<file path="src/rtl/stream_message_decoder_if.sv">
// Line-stream bundle between the line source, the decoder and the text sink.
// The slave modport is the decoder's view; the master modport is the source/sink side.
interface stream_message_decoder_if #(
  parameter int MSG_WIDTH = 192
);
  logic                 in_valid;
  logic                 in_ready;
  logic [MSG_WIDTH-1:0] in_data;
  logic [7:0]           key;
  logic [1:0]           mode;
  logic                 out_valid;
  logic                 out_ready;
  logic [MSG_WIDTH-1:0] out_data;

  modport master (
    output in_valid, in_data, key, mode, out_ready,
    input  in_ready, out_valid, out_data
  );

  modport slave (
    input  in_valid, in_data, key, mode, out_ready,
    output in_ready, out_valid, out_data
  );
endinterface

</file>
<file path="src/rtl/stream_message_decoder.sv">
// XOR line decoder, one byte per clock MSB-first; out_valid NB cycles after accept.
// The decoded line is held until out_ready; the next line may be accepted in the same cycle.
module stream_message_decoder #(
  parameter int          MSG_WIDTH = 192,
  parameter logic [7:0]  KEY_STEP  = 8'h01,
  parameter int          CNT_WIDTH = 16
) (
  input  logic                  clk,
  input  logic                  reset,
  stream_message_decoder_if.slave bus,
  output logic [CNT_WIDTH-1:0]  line_count,
  output logic                  busy
);
  localparam int NB = MSG_WIDTH / 8;
  localparam int IW = (NB > 1) ? $clog2(NB) : 1;

  typedef enum logic [1:0] {IDLE, DECODE, HOLD} state_t;

  state_t               state_q, state_d;
  logic [MSG_WIDTH-1:0] data_q, data_d;
  logic [MSG_WIDTH-1:0] out_q, out_d;
  logic [7:0]           key_q, key_d;
  logic                 roll_q, roll_d;
  logic                 chain_q, chain_d;
  logic [IW-1:0]        idx_q, idx_d;
  logic [CNT_WIDTH-1:0] cnt_q, cnt_d;
  logic [IW-1:0]        bpos;
  logic                 in_rdy;

  always_ff @(posedge clk or posedge reset) begin
    if (reset) begin
      state_q <= IDLE;
      data_q  <= '0;
      out_q   <= '0;
      key_q   <= '0;
      roll_q  <= 1'b0;
      chain_q <= 1'b0;
      idx_q   <= '0;
      cnt_q   <= '0;
    end else begin
      state_q <= state_d;
      data_q  <= data_d;
      out_q   <= out_d;
      key_q   <= key_d;
      roll_q  <= roll_d;
      chain_q <= chain_d;
      idx_q   <= idx_d;
      cnt_q   <= cnt_d;
    end
  end

  always_comb begin
    state_d = state_q;
    data_d  = data_q;
    out_d   = out_q;
    key_d   = key_q;
    roll_d  = roll_q;
    chain_d = chain_q;
    idx_d   = idx_q;
    cnt_d   = cnt_q;
    in_rdy  = 1'b0;
    // Byte index counts from the MSB end so the first character decodes first.
    bpos    = IW'(NB - 1) - idx_q;

    case (state_q)
      IDLE: in_rdy = 1'b1;
      DECODE: begin
        out_d[{bpos, 3'b000} +: 8] = data_q[{bpos, 3'b000} +: 8] ^ key_q;
        if (roll_q) key_d = key_q + KEY_STEP;
        idx_d = idx_q + 1'b1;
        if (idx_q == IW'(NB - 1)) state_d = HOLD;
      end
      HOLD: begin
        in_rdy = bus.out_ready;
        if (bus.out_ready) begin
          cnt_d   = cnt_q + 1'b1;
          state_d = IDLE;
        end
      end
      default: state_d = IDLE;
    endcase

    if (bus.in_valid && in_rdy) begin
      data_d  = bus.in_data;
      idx_d   = '0;
      state_d = DECODE;
      roll_d  = (bus.mode == 2'b01) || (bus.mode == 2'b10);
      // Continuous mode keeps rolling from the last line's final key once the chain is live.
      if (bus.mode == 2'b10) begin
        key_d   = chain_q ? key_q : bus.key;
        chain_d = 1'b1;
      end else begin
        key_d   = bus.key;
        chain_d = 1'b0;
      end
    end
  end

  assign bus.in_ready  = in_rdy;
  assign bus.out_valid = (state_q == HOLD);
  assign bus.out_data  = out_q;
  assign busy          = (state_q == DECODE);
  assign line_count    = cnt_q;
endmodule

</file>
<file path="src/flat_wrapper.sv">
// flat-port wrapper written by rule: the top's interface ports become plain ports
module stream_message_decoder_flat 
#(
  parameter int          MSG_WIDTH = 192,
  parameter logic [7:0]  KEY_STEP  = 8'h01,
  parameter int          CNT_WIDTH = 16
)
  (clk, reset, line_count, busy, bus_in_valid, bus_in_data, bus_key, bus_mode, bus_out_ready, bus_in_ready, bus_out_valid, bus_out_data);
  stream_message_decoder_if #(.MSG_WIDTH(MSG_WIDTH)) bus_i ();
  input  logic clk;
  input  logic reset;
  output logic [CNT_WIDTH-1:0] line_count;
  output logic busy;
  input wire logic [$bits(bus_i.in_valid)-1:0] bus_in_valid;
  input wire logic [$bits(bus_i.in_data)-1:0] bus_in_data;
  input wire logic [$bits(bus_i.key)-1:0] bus_key;
  input wire logic [$bits(bus_i.mode)-1:0] bus_mode;
  input wire logic [$bits(bus_i.out_ready)-1:0] bus_out_ready;
  output wire logic [$bits(bus_i.in_ready)-1:0] bus_in_ready;
  output wire logic [$bits(bus_i.out_valid)-1:0] bus_out_valid;
  output wire logic [$bits(bus_i.out_data)-1:0] bus_out_data;
  assign bus_i.in_valid = bus_in_valid;
  assign bus_i.in_data = bus_in_data;
  assign bus_i.key = bus_key;
  assign bus_i.mode = bus_mode;
  assign bus_i.out_ready = bus_out_ready;
  assign bus_in_ready = bus_i.in_ready;
  assign bus_out_valid = bus_i.out_valid;
  assign bus_out_data = bus_i.out_data;
  stream_message_decoder #(.MSG_WIDTH(MSG_WIDTH), .KEY_STEP(KEY_STEP), .CNT_WIDTH(CNT_WIDTH)) u_core (.clk(clk), .reset(reset), .bus(bus_i), .line_count(line_count), .busy(busy));
endmodule
</file>
<file path="config.mk">
export PLATFORM = sky130hd
export DESIGN_NAME = stream_message_decoder_flat
export DESIGN_NICKNAME = d
export VERILOG_FILES = /design/src/rtl/stream_message_decoder_if.sv /design/src/rtl/stream_message_decoder.sv /design/src/flat_wrapper.sv
export SDC_FILE = /design/constraint.sdc
export NUM_CORES = 1
export LEC_CHECK = 0
export CORE_ASPECT_RATIO = 0.9
export CORE_MARGIN = 3
export CORE_UTILIZATION = 35
export CTS_CLUSTER_SIZE = 28
export DETAILED_ROUTE_END_ITERATION = 10
export GPL_TIMING_DRIVEN = 0
export PLACE_DENSITY_LB_ADDON = 0.25
export SYNTH_ARGS = -nofsm -noshare
export SYNTH_HDL_FRONTEND = slang
export SYNTH_SLANG_ARGS = --single-unit
</file>
<file path="constraint.sdc">
create_clock -name clk -period 32.6 [get_ports clk]
set_clock_uncertainty 0.15 [all_clocks]
set_input_delay 6.52 -clock clk [delete_from_list [all_inputs] [get_ports clk]]
set_output_delay 6.52 -clock clk [all_outputs]
set_load 0.03 [all_outputs]
</file>
==> results of run 1 <==
layout make-up:
| cell class | instances | area, um2 | area share [%] |
|---|---|---|---|
| Tap cell | 671 | 840 | 3.44 |
| Timing Repair Buffer | 419 | 4250 | 17.4 |
| Sequential cell | 417 | 10400 | 42.8 |
| Inverter | 9 | 41.3 | 0.169 |
| Clock inverter | 10 | 115 | 0.472 |
| Multi-Input combinational cell | 1145 | 6760 | 27.7 |
| Clock buffer | 70 | 1430 | 5.85 |
| Buffer | 92 | 515 | 2.11 |
power groups by stage:
| stage | sequential (mW) | clock, mW | combinational, mW |
|---|---|---|---|
| after floorplan | 0.968 | 0 | 0.661 |
| after global placement | 0.841 | 0 | 1.33 |
| after detailed placement | 0.847 | 0 | 1.35 |
| after CTS | 0.840 | 0.538 | 1.35 |
| after global routing | 0.864 | 0.559 | 1.43 |
| final | 0.842 | 0.528 | 1.34 |
routing by layer:
metal  vias up  GRT usage, %
met2       536          37.3
li1       6576             -
met4         6          6.17
met1      7095          29.9
met3        88          4.19
met5         -             0
critical path, cell delays in order:
cell             delay, ns
clkdlybuf4s50_1       0.49
inv_1                 0.06
a21oi_1               0.27
clkdlybuf4s50_1       0.78
placed cells by master, fill, tap and decap left out, drive strengths merged, types with 4 or more instances in the layout:
cell	count
buf	40
and3	5
o21ai	8
dfrtp	417
nand3	32
ha	8
nor2b	7
inv	9
nand2	648
clkdlybuf4s50	416
clkinv	5
a22o	147
a22oi	22
nand4	6
clkbuf	125
mux4	16
mux2	48
o22ai	4
nand2b	5
a21oi	26
xor2	13
and2	6
xnor2	14
mux2i	66
nor2	39
cells in the mapped netlist (all sizes together), types with 4 or more instances:
master / instances
nand2: 648
dfrtp: 417
a22o: 147
mux2i: 66
clkbuf: 55
mux2: 48
nor2: 39
buf: 37
nand3: 32
a21oi: 26
a22oi: 22
mux4: 16
xnor2: 14
xor2: 13
inv: 9
ha: 8
o21ai: 8
nor2b: 7
and2: 6
nand4: 6
and3: 5
nand2b: 5
o22ai: 4
cell families after synthesis:
group           Yosys count  synth area share, %
compound gates          220                 9.93
xor+xnor                 27                 1.71
fa+ha+maj                 8                0.564
buf+inv                 101                 3.10
flops                   417                 58.8
mux                     130                 8.82
simple gates            760                 17.1
registers in the layout, indices dropped and copies added, names as in the netlist:
register             count
u_core.roll_q            1
u_core.chain_q           1
u_core.state_q           2
u_core.key_q             8
u_core.idx_q             5
u_core.bus.out_data    192
u_core.line_count       16
u_core.data_q          192
through the flow:
step           cell area (um2)  power (mW)  hold slack [ns]  setup WS, ns
2_1_floorplan            17700        1.63            0.290         14.32
3_3_place_gp             22800        2.17            0.305          9.70
3_5_place_dp             22800        2.20            0.308         17.77
4_1_cts                  24400        2.73            0.322         17.76
5_1_grt                  24400        2.86            0.338         17.69
6_report                 24400        2.71            0.318         17.79
worst min-delay path by stage:
stage / startpoint / endpoint / cells after the start
2_1_floorplan: u_core.data_q[10]$_DFFE_PP0P_ / u_core.data_q[10]$_DFFE_PP0P_ / 2
3_3_place_gp: u_core.data_q[136]$_DFFE_PP0P_ / u_core.data_q[136]$_DFFE_PP0P_ / 2
3_5_place_dp: u_core.data_q[184]$_DFFE_PP0P_ / u_core.data_q[184]$_DFFE_PP0P_ / 2
4_1_cts: u_core.data_q[175]$_DFFE_PP0P_ / u_core.data_q[175]$_DFFE_PP0P_ / 2
5_1_grt: u_core.data_q[135]$_DFFE_PP0P_ / u_core.data_q[135]$_DFFE_PP0P_ / 2
6_report: u_core.data_q[175]$_DFFE_PP0P_ / u_core.data_q[175]$_DFFE_PP0P_ / 2
==> metrics.md, run 1 <==
| Metric | Value |
|---|---|
| Routed wl met2 | `28900 um` |
| Syn_nets | `1877` |
| NumNets Final | `2345` |
| Met3 wire length | `4010 um` |
| Num rows | `77` |
| Switching pwr | `1.18 mW` |
| Routability cong. | `0.831` |
| Htree depth | `2` |
| Pleak | `11.5 nW` |
| Top FF cell, synth | `dfrtp_1` |
| Crit path DAT | `8.14 ns` |
| Register area share after synthesis | `58.8%` |
| # port buffers | `416` |
| Combinational fraction of design power | `49.4%` |
| Cts hold-fix bufs | `0` |
| Cell area after synthesis | `0.0177 mm2` |
| DRC errors left | `0` |
| Pint | `1.53 mW` |
| Number of synthesized flops with an enable pin | `0` |
| Setup crit end | `bus_in_ready` |
| Slew @ Worst Pin | `0.973 ns` |
| Number of global-route vias before repair | `14700` |
| DRT met1 WL | `26200 um` |
| Layout Cells excl Fill | `2833` |
| Routed length per instance | `21.4 um` |
| Clk_lat worst skew | `0.57 ns` |
| CP Capture Type | `primary output` |
| Final setup fails | `0` |
| Fill count | `4559` |
| FMAX | `0.0675 GHz` |
| Area contributors post-synth | `dfrtp_1, nand2_1, a22o_1, mux2i_1, mux2_2` |
| Top-area cell type share of the netlist area | `58.8%` |
| Global-route wire length before repair | `90400 um` |
| Top Ports | `417` |
| Root buf cell | `clkbuf_16` |
| DRT Pass-1 Iters | `7` |
| # resized after CTS | `0` |
| Vias | `14300` |
| Critical Path Source Type | `input port` |
| Max Slew Vio Count | `0` |
| RSZ-0062 raised after global routing | `false` |
| Setup TNS | `0 ns` |
| Initial antenna violation count | `4` |
| Inst Count DP | `2753` |
| Die Span Y | `220 um` |
| Pin count of the biggest net entering global routing | `132` |
| Worst vdd ir | `49.9 uV` |
| DR top layer | `met5` |
| Die extent in x | `243 um` |
| Post-route ant nets | `0` |
| Vias per std cell | `5.05` |
| Post-route clock period utilization | `45.4%` |
| Start point of the critical path | `bus_out_ready` |
| Clock transition at path regs | `0.06 ns` |
| Switching Share | `43.5%` |
| Worst-path fanout max | `3` |
| Critical R2R Launch | `u_core.idx_q[1]$_DFFE_PP0P_` |
| Total grt overflow | `0` |
| Initial DRC Count | `934` |
| Syn Inst Count | `1663` |
| CTS buffer count | `47` |
| Clock network fraction of total power | `19.5%` |
| Core box area | `0.0496 mm2` |
| Max-cap violations | `0` |
| Clk sinks | `417` |
| R2R cell count | `8` |
| Synth unique cells | `53` |
| Layout cells sized above 1 | `8.93%` |
| CP Class | `input port to primary output` |
| Total GRT Usage | `22.3%` |
| Synth Area per Inst | `10.7 um2` |
| CTS tree | `built` |
| Slew Limit Headroom | `34.7%` |
| Post-layout util | `49.1%` |
| Status | `finished, final reports clean` |
| Worst Path Required | `25.93 ns` |
| Hold WC Path Type | `flip-flop to flip-flop` |
| Setup slack, reg-to-reg | `28.95 ns` |
| Post-DP HPWL | `45000 um` |
| Sequential power share | `31.1%` |
| Clk buf depth | `3` |
| Synth Register Bits | `417` |
| Synth Warn # | `0` |
| Power per cell area | `111 mW/mm2` |
| Starting Density | `35.8%` |
| Routed WL | `60600 um` |
| Area grow syn2layout | `37.4%` |
| Final Hold Viols | `0` |
| Reg2reg end | `u_core.bus.out_data[105]$_DFFE_PP0P_` |
| Synth area leader | `dfrtp_1` |
| Die Footprint | `0.0534 mm2` |
| Min cycle time layout | `14.81 ns` |
| Ys async rst share | `100%` |
| Post CTS Setup Buffer Count | `0` |
| Inserted Diodes | `0` |
(Power assumes the default switching activity.)
==> run 2, diff against run 1 <==
Clock period 32.6 ns to 14.4 ns, I/O delays scaled along.
==> run 2 against run 1 <==
Compared with the run above: via count up 0.92%; wire length up 0.36%; count of clock-buffer cells in the layout down 2; combinational power up 130%; non-clock buffer count up 7; register-to-register slack worse by 18 ns; clock power up 120%; utilization up 0.13 points; worst setup slack worse by 11 ns; final area up 0.26%; first-iteration DRC count up 13%.
==> metrics.md, run 2 (synthesized netlist as in run 1, its figures left out) <==
| Metric | Value |
|---|---|
| Pint | `3.42 mW (+120%)` |
| DRT Pass-1 Iters | `5 (-2)` |
| Clock transition at path regs | `0.06 ns (about the same)` |
| Slew @ Worst Pin | `1.07 ns (+0.102 ns)` |
| CP Capture Type | `primary output` |
| Cts hold-fix bufs | `0 (unchanged)` |
| Largest delay share family, worst path | `buffers and inverters` |
| Final setup fails | `0 (unchanged)` |
| Die Footprint | `0.0534 mm2 (unchanged)` |
| Vias | `14400 (+0.92%)` |
| Critical path cell sequence | `clkdlybuf4s50_1 -> inv_1 -> a21oi_1 -> clkdlybuf4s50_1` |
| Critical R2R Launch | `u_core.idx_q[1]$_DFFE_PP0P_` |
| Worst-path fanout max | `3 (unchanged)` |
| Routability cong. | `0.856 (+3.0%)` |
| Fin area | `0.0244 mm2 (+0.26%)` |
| CP Class | `input port to primary output` |
| Combinational fraction of design power | `49.9% (+0.5 points)` |
| # resized after CTS | `0 (unchanged)` |
| Setup TNS | `0 ns (unchanged)` |
| Initial antenna violation count | `4 (unchanged)` |
| Post-DP HPWL | `45400 um (+0.96%)` |
| Switching pwr | `2.68 mW (+130%)` |
| Overall power | `6.10 mW (+130%)` |
| Start point of the critical path | `bus_out_ready` |
| CTS tree | `built` |
| Initial DRC Count | `1053 (+13%)` |
| FMAX | `0.133 GHz` |
| Die extent in x | `243 um (unchanged)` |
| Post-route ant nets | `0 (unchanged)` |
| # port buffers | `416 (unchanged)` |
| Routed WL | `60800 um (+0.36%)` |
| Clock network fraction of total power | `18.9% (-0.6 points)` |
| Min cycle time layout | `7.52 ns` |
| Global-route wire length before repair | `90600 um (+0.17%)` |
| Hold WC Path Type | `flip-flop to flip-flop` |
| Max-cap violations | `0 (unchanged)` |
| Root buf cell | `clkbuf_16` |
| Clk_lat worst skew | `0.57 ns (about the same)` |
| Routed length per instance | `21.4 um (-0.10%)` |
| Final Hold Viols | `0 (unchanged)` |
| Crit path DAT | `4.49 ns (-3.65 ns)` |
| Status | `finished, final reports clean` |
| Total grt overflow | `0 (unchanged)` |
| Core box area | `0.0496 mm2 (unchanged)` |
| Post CTS Setup Buffer Count | `0 (unchanged)` |
| Hold path startpoint | `u_core.data_q[7]$_DFFE_PP0P_` |
| Fill count | `4507 (-1.1%)` |
| Most frequent cells in the layout | `nand2_1, dfrtp_1, clkdlybuf4s50_1, a22o_1, mux2i_1` |
| CTS buffer count | `46 (-2.1%)` |
| DRC errors left | `0 (unchanged)` |
| Starting Density | `35.8% (unchanged)` |
| Clk sinks | `417 (unchanged)` |
| Vias per std cell | `5.07 (+0.46%)` |
| Pleak | `11.6 nW (+0.27%)` |
| Crit path buf inv count | `3 (unchanged)` |
| Commonest non-fill, non-tap cell in the layout | `nand2_1` |
| Placed inst area | `0.0230 mm2 (+0.50%)` |
| RSZ-0062 raised after global routing | `false` |
| Pin count of the biggest net entering global routing | `46 (-65%)` |
| Power per cell area | `250 mW/mm2 (+120%)` |
| Top Ports | `417 (unchanged)` |
| Slew Limit Headroom | `27.8% (-6.8 points)` |
| Area grow syn2layout | `37.7%` |
| Most frequent CP cell | `clkdlybuf4s50_1` |
| Htree depth | `2 (unchanged)` |
| CP max stage cell | `clkdlybuf4s50_1` |
| Max Slew Vio Count | `0 (unchanged)` |
| Post-route clock period utilization | `52.2%` |
| Total GRT Usage | `22.3% (about the same)` |
| Worst hold slack | `0.322 ns (+0.00454 ns)` |
| Switching Share | `43.9% (+0.42 points)` |
| Number of global-route vias before repair | `14900 (+0.98%)` |
| Layout cells sized above 1 | `9.34% (+0.41 points)` |
| Clk buf depth | `3 (unchanged)` |
| Worst vdd ir | `148 uV (+200%)` |
| Max stage delay on crit path | `0.79 ns (about the same)` |
| NumNets Final | `2351 (+0.26%)` |
| Critical Path Source Type | `input port` |
| Num rows | `77 (unchanged)` |
| Worst Path Required | `11.37 ns (-14.56 ns)` |
| Die Span Y | `220 um (unchanged)` |
| Sequential power share | `31.2% (about the same)` |
==> run 2: final timing paths <==
kind,cells past startpoint,slack (ns),to
hold reg to reg,2,0.32,u_core.data_q[7]$_DFFE_PP0P_
setup reg to reg,8,10.81,u_core.bus.out_data[105]$_DFFE_PP0P_
setup / recovery,4,6.88,bus_in_ready
hold / removal,2,0.32,u_core.data_q[7]$_DFFE_PP0P_
max in group asynchronous,5,10.12,u_core.data_q[61]$_DFFE_PP0P_
min in group asynchronous,2,2.70,u_core.line_count[11]$_DFFE_PP0P_
==> run 2: metal layers <==
layer / vias up / wire [um] / global-route usage (%)
li1: 6579 / - / -
met1: 7183 / 26000 / 29.5
met2: 570 / 29100 / 37.3
met3: 93 / 4250 / 4.75
met4: 8 / 1470 / 6.39
met5: - / 47 / 0
==> run 2: final cells by class <==
cell class                      instances  area [um2]  share of cell area [%]
Clock buffer                           68        1360                    5.54
Timing Repair Buffer                  426        4360                    17.9
Buffer                                 92         515                    2.11
Antenna cell                            1        2.50                  0.0102
Clock inverter                         17         133                   0.543
Multi-Input combinational cell       1145        6760                    27.7
Inverter                                9        37.5                   0.154
Tap cell                              671         840                    3.43
Sequential cell                       417       10400                    42.7
==> run 2: tightest hold or removal path: cells and delay by family, from the launching register on <==
| family | cells | cell delay [ns] |
|---|---|---|
| flops | 1 | 0.34 |
| simple gates | 2 | 0.10 |
==> run 2: stage by stage <==
step | util (%) | setup slack [ns] | instances
6_report | 49.3 | 6.88 | 2846
5_1_grt | 49.3 | 6.78 | 2845
4_1_cts | 49.3 | 6.85 | 2845
3_5_place_dp | 46.3 | 6.86 | 2760
3_3_place_gp | 45.9 | 3.14 | 2750
2_1_floorplan | - | 5.75 | 1663
==> run 2: power groups by stage <==
stage	logic (mW)	registers (mW)	clock network, mW
6_report	3.04	1.90	1.16
5_1_grt	3.27	1.95	1.23
4_1_cts	3.09	1.90	1.18
3_5_place_dp	3.08	1.92	0
3_3_place_gp	3.03	1.90	0
2_1_floorplan	1.50	2.19	0
